File: src/rtl/oscope_decimator.sv
// oscope_decimator
//   Reduces the raw ADC stream by a factor N = 2^min(rate,MAX_LOG2). Each
//   window of N valid samples becomes one signed DW-bit sample. The window is
//   reduced by one of four modes: first sample, mean, maximum or minimum.
//   The result is presented on dout together with a one-cycle en strobe.
//
// Ports
//   clk      system clock, rising edge
//   rst      asynchronous active-high reset
//   adc_d    signed ADC sample
//   adc_vld  adc_d valid this cycle
//   rate     log2 decimation factor; values above MAX_LOG2 clamp
//   mode     0 first, 1 mean, 2 max, 3 min
//   sync     synchronous window restart; also clears ovr
//   dout     decimated sample, held between strobes
//   en       one-cycle strobe marking a new dout
//   ovr      sticky flag: a valid sample arrived in the first cycle after reset
module oscope_decimator #(
    parameter int MAX_LOG2 = 10,
    parameter int DW       = 8
) (
    input  logic          clk,
    input  logic          rst,
    input  logic [DW-1:0] adc_d,
    input  logic          adc_vld,
    input  logic [3:0]    rate,
    input  logic [1:0]    mode,
    input  logic          sync,
    output logic [DW-1:0] dout,
    output logic          en,
    output logic          ovr
);
    localparam int AW = DW + MAX_LOG2;   // accumulator width; a full window cannot overflow it
    localparam int CW = MAX_LOG2 + 1;    // counter must be able to reach 2^MAX_LOG2

    typedef enum logic {IDLE, ACC} state_t;

    state_t               state;
    logic [CW-1:0]        cnt;
    logic signed [AW-1:0] acc;
    logic [3:0]           rate_q;
    logic [1:0]           mode_q;
    logic                 first;   // high in the first cycle after reset release

    logic [3:0]           rate_clamp;
    logic [3:0]           cur_rate;
    logic [1:0]           cur_mode;
    logic signed [AW-1:0] sample_ext;
    logic signed [AW-1:0] acc_nxt;
    logic [CW-1:0]        cnt_nxt;
    logic [CW-1:0]        n_target;
    logic                 closing;
    logic [DW-1:0]        avg;
    logic [DW-1:0]        result;
    logic                 idle;

    assign idle       = (state == IDLE);
    assign rate_clamp = (rate > 4'(MAX_LOG2)) ? 4'(MAX_LOG2) : rate;
    // The first sample of a window uses the live rate/mode, which are latched with it
    assign cur_rate   = idle ? rate_clamp : rate_q;
    assign cur_mode   = idle ? mode : mode_q;
    assign sample_ext = {{MAX_LOG2{adc_d[DW-1]}}, adc_d};
    assign cnt_nxt    = idle ? CW'(1) : cnt + CW'(1);
    assign n_target   = CW'(1) << cur_rate;
    assign closing    = adc_vld && (cnt_nxt == n_target);
    // Arithmetic shift floors toward -inf, matching the intended mean rounding
    assign avg        = DW'(acc_nxt >>> cur_rate);

    always_comb begin
        acc_nxt = acc;
        if (idle) begin
            acc_nxt = sample_ext;
        end else begin
            case (mode_q)
                2'd0:    acc_nxt = acc;
                2'd1:    acc_nxt = acc + sample_ext;
                2'd2:    acc_nxt = (sample_ext > acc) ? sample_ext : acc;
                default: acc_nxt = (sample_ext < acc) ? sample_ext : acc;
            endcase
        end
    end

    always_comb begin
        result = acc_nxt[DW-1:0];
        if (cur_mode == 2'd1)
            result = avg;
    end

    always_ff @(posedge clk or posedge rst) begin
        if (rst) begin
            state  <= IDLE;
            cnt    <= '0;
            acc    <= '0;
            rate_q <= '0;
            mode_q <= '0;
            dout   <= '0;
            en     <= 1'b0;
            ovr    <= 1'b0;
            first  <= 1'b1;
        end else begin
            en    <= 1'b0;
            first <= 1'b0;
            if (sync) begin
                // sync wins over a coincident sample, which is discarded
                state <= IDLE;
                cnt   <= '0;
                acc   <= '0;
                ovr   <= 1'b0;
            end else begin
                if (first && adc_vld)
                    ovr <= 1'b1;
                if (adc_vld) begin
                    if (idle) begin
                        rate_q <= rate_clamp;
                        mode_q <= mode;
                    end
                    acc <= acc_nxt;
                    if (closing) begin
                        state <= IDLE;
                        cnt   <= '0;
                        dout  <= result;
                        en    <= 1'b1;
                    end else begin
                        state <= ACC;
                        cnt   <= cnt_nxt;
                    end
                end
            end
        end
    end
endmodule

File: config.mk
export PLATFORM = sky130hd
export DESIGN_NAME = oscope_decimator
export DESIGN_NICKNAME = d
export VERILOG_FILES = /design/src/rtl/oscope_decimator.sv
export SDC_FILE = /design/constraint.sdc
export NUM_CORES = 1
export LEC_CHECK = 0
export CAP_MARGIN = 20
export CORE_UTILIZATION = 62
export CTS_BUF_LIST = sky130_fd_sc_hd__clkbuf_8 sky130_fd_sc_hd__clkbuf_16
export CTS_CLUSTER_SIZE = 20
export DETAILED_ROUTE_END_ITERATION = 10
export HOLD_SLACK_MARGIN = 0.02
export PLACE_DENSITY = 0.82
export REMOVE_ABC_BUFFERS = 1
export SYNTH_ARGS = -nofsm -noshare
export SYNTH_HDL_FRONTEND = slang
export SYNTH_SLANG_ARGS = --single-unit
File: constraint.sdc
create_clock -name clk -period 4.4 [get_ports clk]
set_clock_uncertainty 0.15 [all_clocks]
set_input_delay 0.44 -clock clk [delete_from_list [all_inputs] [get_ports clk]]
set_output_delay 0.44 -clock clk [all_outputs]
set_load 0.01 [all_outputs]
==> results_dict.tcl <==
set metrics [dict create \
    slew_viol_final 0 \
    run_status "complete, no violations" \
    worst-r2r-setup-slack_ns 0.37 \
    crit_path_start_kind "input pin" \
    nFillCells 656 \
    dieArea_sq_um 9170 \
    report.final.setup_viol 0 \
    drt-total-wl_mm 17.7 \
    longest_clk_path_bufs 2 \
    synthesis.yosys.warnings 0 \
    timing.critical_path.arrival_ns 4.38 \
    worst_slew_pin_slew_ns 0.856 \
    holdBufCountCts 0 \
    clkSlewWorstSetupHoldPaths_ns 0.09 \
    hold_slack_ns 0.167 \
    cts.sinks 47 \
    numCtsBuffers 5 \
    power_mw 1.98 \
    tns_ns 0 \
    max_vdd_drop_uv 240 \
    worst_r2r_startpoint "acc[0]" \
    edff_count_synth 0 \
    drt_drc_violations_left 0 \
    worst_slack_ns 0.0960 \
    total_iterations_of_the_first_detailed_routing_run 5 \
    tritoncts "done" \
    synthesized_area_divided_by_synthesized_cell_count_sq_um 7.56 \
    synth_flop_cell "dfrtp_1" \
    min_period_ns 4.30 \
    grt_setup_unrepaired "false" \
    cp-end-kind "flip-flop" \
    max_clock_freq_ghz 0.232 \
    post_dp_area_sq_um 6120 \
    synthArstFlopShare 1.00 \
    route.antenna.remaining_nets 0 \
    yosysUniqueCellTypes 88 \
    power_density_nw_per_um2 318 \
    number_of_non_filler_instances_in_the_completed_layout 878 \
    worstSkewPairLatency_ns 0.30 \
    power_leakage_nw 2.63 \
    r2r.worst_path.cells 15 \
    holdCritPathClass "in2async" \
    worst_r2r_endpoint "dout[3]" \
    final_common_cell "nand2_1" \
    synth-seq-area-share 0.216 \
    die_h_um 95.8 \
    most_frequent_cells_in_the_layout "87 x nand2_1, 70 x nor2_1, 55 x buf_4" \
    cp_data_required_time_ns 4.48 \
    critical_path_class "in2reg" \
    crit_path_max_fanout 22 \
    initial_antenna_violation_count 0 \
    syn_area_sq_um 5450 \
    wl_per_cell_um 20.1 \
    maxcap_violations 0 \
    finalNetCount 828 \
    layout-area-overhead-vs-synth_pct 14.5 \
    final_critical_path_share_of_the_clock_period 0.978 \
    pin_count_of_the_biggest_net_entering_global_routing 48 \
    fp.coreArea_sq_um 8380 \
    floorplan.rows 33 \
    final_non_filler_cell_area_sq_um 6240 \
    clk_root_buffer_cell "clkbuf_8" \
    final_layout_size_suffix_gt1_frac 0.128 \
    post-place-cells 870 \
    multi_input_area_sq_um 3970 \
    post-route-util 0.745 \
    first_global_vias 5595 \
    ff_latch_area_sq_um 1180 \
    routed-via-count 6098 \
    finalHoldViolations 0 \
    place_congestion 1.03 \
    syn_inst 721 \
    initial_utilization 0.650 \
    antennaDiodeCount 0 \
    post_drt_via_cell_ratio 6.95 \
    grt-ovfl-total 0 \
    detailedPlacementHpwl_mm 13.6 \
    timing.max_slew.rel_slack 0.422 \
    drtIter0Drc 645 \
    grt_use_total 0.398 \
    io_pins 28 \
    ys_seq_elements 47 \
    buffer_ports.inserted 27 \
    floorplan.die.width_um 95.8 \
    htree_levels 2 \
    grt_pass1_wl_mm 28.0 \
    dpl_worst_slack_ns -0.260 \
]
[layout make-up]
class	instances	area share
flip-flops and latches	47	0.189
well taps	105	0.0210
clock buffers	6	0.0132
clock inverters	1	0.000802
multi-input cells	594	0.636
inverters	41	0.0247
repair buffers	84	0.116
[flip-flops by register name, indices dropped and copies added, names as in the netlist]
signal and flops:
acc 18, cnt 11, dout 8, en 1, first 1, mode_q 2, ovr 1, rate_q 4
state 1
[logic make-up (layout without fill, tap and decap cells)]
family,count (synthesis),count (layout),synth area share
other cells,1,1,0.000688
buf+inv,80,132,0.0581
fa+ha+maj,37,37,0.0863
simple gates,262,262,0.231
compound gates,254,254,0.337
flops,47,47,0.216
mux,26,26,0.0487
xor+xnor,14,14,0.0225
[worst max-delay path, stage by stage]
cell             delay (ns)
clkdlybuf4s50_1        0.45
buf_12                 0.18
ha_1                   0.35
a21o_1                 0.19
a21oi_1                0.38
o21ai_4                0.16
o31ai_2                0.63
mux2i_1                0.31
and2_1                 0.21
a31oi_1                0.22
buf_4                  0.20
a22o_1                 0.18
a21oi_1                0.18
nand3_1                0.14
a31oi_1                0.15
[synth_stat cells (4+ instances only)]
| library cell | n | area (sq um) |
|---|---|---|
| nor2b_1 | 7 | 43.8 |
| a22oi_1 | 5 | 37.5 |
| nand3_1 | 20 | 100 |
| xor2_1 | 4 | 35.0 |
| nor4_1 | 11 | 68.8 |
| mux2i_1 | 22 | 220 |
| dfrtp_1 | 46 | 1150 |
| a211o_1 | 4 | 35.0 |
| and3_1 | 5 | 31.3 |
| nand2_1 | 87 | 327 |
| xnor2_1 | 10 | 87.6 |
| a211oi_1 | 23 | 173 |
| a31oi_1 | 8 | 50.1 |
| and2_1 | 6 | 37.5 |
| o21a_1 | 6 | 45.0 |
| nor3_1 | 16 | 80.1 |
| o211ai_1 | 16 | 120 |
| a221oi_1 | 4 | 35.0 |
| o21ai_0 | 42 | 210 |
| nand2b_1 | 10 | 62.6 |
| a21o_1 | 5 | 37.5 |
| a22o_1 | 13 | 114 |
| o21ai_1 | 10 | 50.1 |
| o31ai_1 | 6 | 45.0 |
| ha_1 | 36 | 450 |
| nand4_1 | 6 | 37.5 |
| nor2_1 | 70 | 263 |
| nor3b_1 | 4 | 30.0 |
| a21oi_1 | 47 | 235 |
| clkbuf_1 | 30 | 113 |
| buf_2 | 7 | 35.0 |
| inv_1 | 40 | 150 |
[worst max-delay path by stage]
stage | from | endpoint | slack, ns
global placement | adc_d[7] | dout[0] | -0.11
finish | adc_d[7] | dout[2] | 0.1
CTS | adc_d[7] | dout[0] | 0.04
detailed placement | adc_d[7] | dout[0] | -0.26
floorplan | state | dout[2] | 0.17
global route | adc_d[0] | dout[3] | 0.003
[where the power goes]
group          switching, mW  internal (mW)  leakage [nW]
clock                  0.145          0.124        0.0470
combinational          0.669          0.472          1.97
sequential            0.0739          0.498         0.612
total                  0.889           1.09          2.63
[layer usage]
layer,vias up,track usage,wire [um],part of all wire
li1,2793,-,-,-
met1,2834,0.550,7330,0.42
met2,413,0.625,7780,0.44
met3,58,0.0624,1960,0.11
met4,0,0.148,590,0.033
met5,-,0,0,0
[timing repair]
| item | 4_1_cts | 5_1_grt |
|---|---|---|
| buffers inserted | 0 | 0 |
| gates resized for setup | 0 | 3 |
| endpoints found under the setup margin | 0 | 5 |
(Power assumes the default switching activity.)
